--- config.mk ---
export PLATFORM = sky130hd
export DESIGN_NAME = frame_locked_display_arbiter
export DESIGN_NICKNAME = d
export VERILOG_FILES = /design/src/rtl/frame_locked_display_arbiter.sv
export SDC_FILE = /design/constraint.sdc
export NUM_CORES = 1
export LEC_CHECK = 0
export ABC_AREA = 1
export ABC_CLOCK_PERIOD_IN_PS = 2400
export CAP_MARGIN = 20
export CORE_UTILIZATION = 43
export DETAILED_ROUTE_END_ITERATION = 6
export GPL_TIMING_DRIVEN = 0
export PLACE_DENSITY = 0.83
export SLEW_MARGIN = 15
export SYNTH_ARGS = -nofsm -noshare
export SYNTH_HDL_FRONTEND = slang
export SYNTH_SLANG_ARGS = --single-unit
--- constraint.sdc ---
create_clock -name iClk -period 2.4 [get_ports iClk]
set_clock_uncertainty 0.1 [all_clocks]
set_input_delay 0.48 -clock iClk [delete_from_list [all_inputs] [get_ports iClk]]
set_output_delay 0.48 -clock iClk [all_outputs]
set_load 0.05 [all_outputs]
--- src/rtl/frame_locked_display_arbiter.sv ---
// Frame-locked N-source display arbiter packing pixels into two SDRAM write words.
// Define TEST_PATTERN_EN to add an internal colour-bar source at select N_SRC.
module frame_locked_display_arbiter #(
   parameter int               N_SRC      = 4,
   parameter int               CH_W       = 12,
   parameter int               GRAY_W     = 8,
   parameter logic [N_SRC-1:0] GRAY_MASK  = 4'b0110,
   parameter int               EXP_PIXELS = 384000,
   parameter int               SEL_W      = 4
) (
   input  logic                    iClk,
   input  logic                    iRst_n,
   input  logic                    iFval,
   input  logic [15:0]             iX_Cont,
   input  logic [15:0]             iY_Cont,
   input  logic [N_SRC*3*CH_W-1:0] iSrcData,
   input  logic [N_SRC-1:0]        iSrcValid,
   input  logic [SEL_W-1:0]        iSelect,
   output logic [15:0]             oWr1_data,
   output logic [15:0]             oWr2_data,
   output logic                    oWr_data_valid,
   output logic [SEL_W-1:0]        oActiveSel,
   output logic [15:0]             oFrameCount,
   output logic [19:0]             oPixelCount,
   output logic                    oFrameErr
);

   localparam int PW = 3 * CH_W;

   logic            fval_d;
   logic            started;
   logic            frame_seen;
   logic            rise;
   logic            fall;
   logic            legal;
   logic [SEL_W-1:0] req_sel;
   logic [SEL_W-1:0] cur_sel;
   logic [PW-1:0]   mux_word;
   logic            mux_gray;
   logic            mux_valid;
   logic            s1_valid;
   logic            s1_gray;
   logic [PW-1:0]   s1_word;
   logic [CH_W-1:0] r;
   logic [CH_W-1:0] g;
   logic [CH_W-1:0] b;
   logic            end_d1;
   logic            end_d2;
   logic            unused_ok;

   function automatic logic [CH_W-1:0] expand(input logic [GRAY_W-1:0] gv);
      for (int k = 0; k < CH_W; k++)
         expand[CH_W-1-k] = gv[GRAY_W-1-(k % GRAY_W)];
   endfunction

   // A release of reset in mid-frame must not look like a frame start
   assign rise = iFval & ~fval_d & started;
   assign fall = ~iFval & fval_d;

`ifdef TEST_PATTERN_EN
   logic [9:0] bar_q;
   logic [2:0] bar;
   logic [PW-1:0] bar_word;

   always_comb begin
      bar_q    = iX_Cont[9:0] / 10'd80;
      bar      = (bar_q > 10'd7) ? 3'd7 : bar_q[2:0];
      bar_word = {{CH_W{bar[2]}}, {CH_W{bar[1]}}, {CH_W{bar[0]}}};
   end

   assign legal = (iSelect <= SEL_W'(N_SRC));
`else
   assign legal = (iSelect < SEL_W'(N_SRC));
`endif

   assign req_sel = legal ? iSelect : '0;
   assign cur_sel = rise ? req_sel : oActiveSel;

   always_comb begin
      mux_word  = '0;
      mux_gray  = 1'b0;
      mux_valid = 1'b0;
      for (int i = 0; i < N_SRC; i++) begin
         if (cur_sel == SEL_W'(i)) begin
            mux_word  = iSrcData[i*PW +: PW];
            mux_gray  = GRAY_MASK[i];
            mux_valid = iSrcValid[i];
         end
      end
`ifdef TEST_PATTERN_EN
      if (cur_sel == SEL_W'(N_SRC)) begin
         mux_word  = bar_word;
         mux_gray  = 1'b0;
         mux_valid = 1'b1;
      end
`endif
   end

   always_comb begin
      if (s1_gray) begin
         r = expand(s1_word[GRAY_W-1:0]);
         g = r;
         b = r;
      end else begin
         r = s1_word[3*CH_W-1 -: CH_W];
         g = s1_word[2*CH_W-1 -: CH_W];
         b = s1_word[CH_W-1:0];
      end
   end

   assign unused_ok = ^{iY_Cont, iX_Cont, r[CH_W-11:0], g[CH_W-11:0], b[CH_W-11:0]};

   always_ff @(posedge iClk or negedge iRst_n) begin
      if (!iRst_n) begin
         fval_d         <= 1'b0;
         started        <= 1'b0;
         frame_seen     <= 1'b0;
         s1_valid       <= 1'b0;
         s1_gray        <= 1'b0;
         s1_word        <= '0;
         end_d1         <= 1'b0;
         end_d2         <= 1'b0;
         oWr1_data      <= '0;
         oWr2_data      <= '0;
         oWr_data_valid <= 1'b0;
         oActiveSel     <= '0;
         oFrameCount    <= '0;
         oPixelCount    <= '0;
         oFrameErr      <= 1'b0;
      end else begin
         started <= 1'b1;
         fval_d  <= iFval;
         if (rise) begin
            oActiveSel <= req_sel;
            frame_seen <= 1'b1;
         end
         s1_valid <= mux_valid & iFval;
         if (mux_valid & iFval) begin
            s1_word <= mux_word;
            s1_gray <= mux_gray;
         end
         oWr_data_valid <= s1_valid;
         if (s1_valid) begin
            oWr1_data <= {1'b0, g[CH_W-1 -: 5], b[CH_W-1 -: 10]};
            oWr2_data <= {1'b0, g[CH_W-6 -: 5], r[CH_W-1 -: 10]};
         end
         // Compare waits for the pixels still in flight at the falling edge
         end_d1 <= fall & frame_seen;
         end_d2 <= end_d1;
         if (end_d2) begin
            oFrameCount <= oFrameCount + 16'd1;
            oFrameErr   <= (oPixelCount != 20'(EXP_PIXELS));
         end
         if (rise)
            oPixelCount <= '0;
         else if (oWr_data_valid && oPixelCount != '1)
            oPixelCount <= oPixelCount + 20'd1;
      end
   end

endmodule
==> out/qor.csv <==
stage;metric;value;unit
yosys;Post-Synth XOR/XNOR Area;0.0377;
timing;fin crit period;2.28;ns
power_and_ir_drop;pwr dens;982;mW/mm^2
yosys;syn avg cell area;7.74;um^2
finish;commonest non-fill, non-tap cell in the layout;nand2_1;
min_path;Worst Min Path Start;end_d1;
worst_setup_path;CP max-delay cell;clkdlybuf4s50_1;
place;placed insts;1169;
yosys;Simple-Gate Fraction of Synth Area;0.376;
clocking;clock sinks;111;
global_routing;GR Util All Layers;0.272;
place;placed cell area;0.00840;mm^2
power_and_ir_drop;NetSw;3.94;mW
power_and_ir_drop;Switching Fraction;0.460;
clocking;CTS tree;done;
timing;worst setup margin;0.116;ns
power_and_ir_drop;clock group share of total power;0.170;
worst_setup_path;crit path DAT;1.70;ns
power_and_ir_drop;Pleak;3.86;nW
finish;nets;1195;
timing;Final setup viols;0;
run;max cap viols;0;
worst_setup_path;launch instance of the worst register-to-register path;oPixelCount[0];
yosys;synth warn;0;
power_and_ir_drop;Logic pwr share;0.476;
worst_setup_path;Critical Path RT;1.82;ns
yosys;sequential area share after synthesis;0.460;
yosys;largest family of logic cells by synthesized area;simple AND/OR/NAND/NOR gates;
clocking;clock slew at reported path FFs;0.07;ns
worst_setup_path;Critical Path Fanout Max;7;
yosys;Synth Instances;781;
detailed_routing;WL final;19.2;mm
detailed_routing;Routed Antenna Nets;0;
yosys;post-synthesis mux area share;0;
yosys;Synth Area in Compound Gates;0.0503;
timing;Slew Limit Fails;0;
yosys;share of the synthesized area in the top cell type;0.460;
finish;fin util;0.648;
power_and_ir_drop;internal cell power;4.63;mW
worst_setup_path;R2R setup slack;0.15;ns
detailed_routing;DRT iter0 DRCs;474;
finish;share of cells above drive strength 1;0.0653;
worst_setup_path;worst-path cell chain;clkdlybuf4s50_1;
power_and_ir_drop;Power Total;8.57;mW
die;Die Width;121;um
timing;worst relative slew slack;0.549;
clocking;Num CTS Buffers;9;
global_routing;first-pass GRT wire length;30.8;mm
detailed_routing;via count;6377;
timing;fin crit share;0.952;
min_path;HP Class;register to register;
global_routing;initial antenna violation count;0;
worst_setup_path;CP Launch Type;register;
clocking;Post-CTS Setup Repair Bufs;0;
worst_setup_path;CP Class;register to output port;
worst_setup_path;delay-heaviest family, CP;buffers and inverters;
clocking;H-Tree Depth;3;
timing;Slew @ Worst Pin;0.672;ns
place;Port Buffers;210;
finish;most frequent cells in the layout;nand2_1 (239), clkdlybuf4s50_1 (208), dfrtp_1 (110), nand3_1 (86), nand4_1 (83);
place;Placer Congestion;0.935;
detailed_routing;DR WL/cell;16.2;um
detailed_routing;vias per cell;5.38;
power_and_ir_drop;Seq pwr share;0.353;
finish;antenna diode count;0;
yosys;Cell variety after synth;30;
worst_setup_path;CP Buf/Inv Count;1;
place;DP Worst Slack;-0.405;ns
yosys;Post-synth EDFFs;0;
global_routing;vias in the first global route;6133;
yosys;main area contributors after synthesis;dfrtp_1 (46%), nand2_1 (15%), nand4_1 (8.6%);
worst_setup_path;CP endpoint kind;output port;
yosys;Async S/R FF share, synth;1.00;
yosys;Synth Cell Area;0.00604;mm^2
yosys;leading area contributor after synthesis;dfrtp_1;
detailed_routing;number of remaining DRC errors;0;
yosys;most used flip-flop cell after synthesis;dfrtp_1;
die;Top-Level Pins;261;
clocking;clk buf depth;2;
detailed_routing;first drt pass iteration count;5;
timing;Hold Fails Final Rpt;0;
place;hpwl dp;15.1;mm
die;core area;0.0135;mm^2
die;Initial Utilization;0.449;
global_routing;largest net degree at the start of global routing;64;
clocking;Root Driver;clkbuf_16;
power_and_ir_drop;Worst VDD drop;0.439;mV
die;DIE AREA;0.0145;mm^2
die;Vert. Die Dim;121;um
clocking;Worst-Skew Late Latency;0.36;ns
yosys;#FFs+latches synth;111;
finish;fin cells;1186;
timing;fmax;438;MHz
die;Site Rows;42;
timing;RSZ-0062 raised after global routing;false;
finish;design area;0.00872;mm^2
status;outcome;complete, no violations;
finish;area grow syn2layout;44.2;%
worst_setup_path;crit path from;oPixelCount[16];
global_routing;global route total overflow;0;
worst_setup_path;max incr delay on CP;0.86;ns
yosys;post-synthesis adder-cell area fraction;0.00621;
[what timing repair did]
action,4_1_cts,5_1_grt
endpoints found under the setup margin,31,18
resized for setup,5,4
pin swaps,0,0
hold buffers,1,0
endpoints found under the hold margin,48,0
[registers in the layout (all words and copies together) (netlist names), 4 cells and up]
name / flops
oWr2_data: 15
oPixelCount: 20
oFrameCount: 16
s1_word: 32
oActiveSel: 4
oWr1_data: 15
[cell usage after synthesis (10+ instances only)]
| master | number |
|---|---|
| dfrtp_1 | 111 |
| buf_4 | 11 |
| clkbuf_1 | 20 |
| xor2_1 | 18 |
| nor3_1 | 10 |
| nor2_1 | 60 |
| nand4_1 | 83 |
| inv_1 | 37 |
| a21oi_1 | 39 |
| nand2_1 | 240 |
| nand3_1 | 86 |
[power by group through the flow]
stage,Combinational (mW),Clock (mW),Sequential [mW]
floorplan,1.30,0,4.20
global route,4.36,1.56,3.09
detailed placement,4.05,0,3.05
CTS,4.07,1.48,3.02
finish,4.08,1.46,3.03
global placement,3.99,0,3.04
[area by class of cell]
cell class	count	area [um^2]
buffer	46	267
clock buffer	9	225
clock inverter	7	63.8
fill	1177	4730
inverter	41	158
multi-input combinational	584	2870
sequential	111	2780
tap	176	220
timing repair buffer	212	2140
[worst paths after layout]
| kind | to | cells past startpoint |
|---|---|---|
| worst max-delay path | oPixelCount[16] | 1 |
| worst min-delay path | end_d2 | 0 |
| worst max register to register | oPixelCount[11] | 11 |
| worst min register to register | end_d2 | 0 |
| max in group asynchronous | oPixelCount[0] | 3 |
| min in group asynchronous | s1_word[17] | 2 |
[stage by stage]
| step | hold slack (ns) | setup TNS, ns |
|---|---|---|
| 2_1_floorplan | 0.0844 | 0 |
| 3_3_place_gp | 0.282 | -384.70 |
| 3_5_place_dp | 0.285 | -13.70 |
| 4_1_cts | 0.302 | 0 |
| 5_1_grt | 0.308 | 0 |
| 6_report | 0.309 | 0 |
[cell families after synthesis]
logic type,after synthesis
simple gates,495
flops,111
buf+inv,87
compound gates,57
xor+xnor,26
fa+ha+maj,3
other cells,2
[layer usage]
metal  vias up  part of all wire  global-route usage
met5         -                 0                   0
met4         0             0.025               0.102
met3        37             0.071              0.0467
met2       292              0.50               0.467
met1      2995              0.40               0.342
li1       3053                 -                   -
Power figures use the tool's default switching activity.
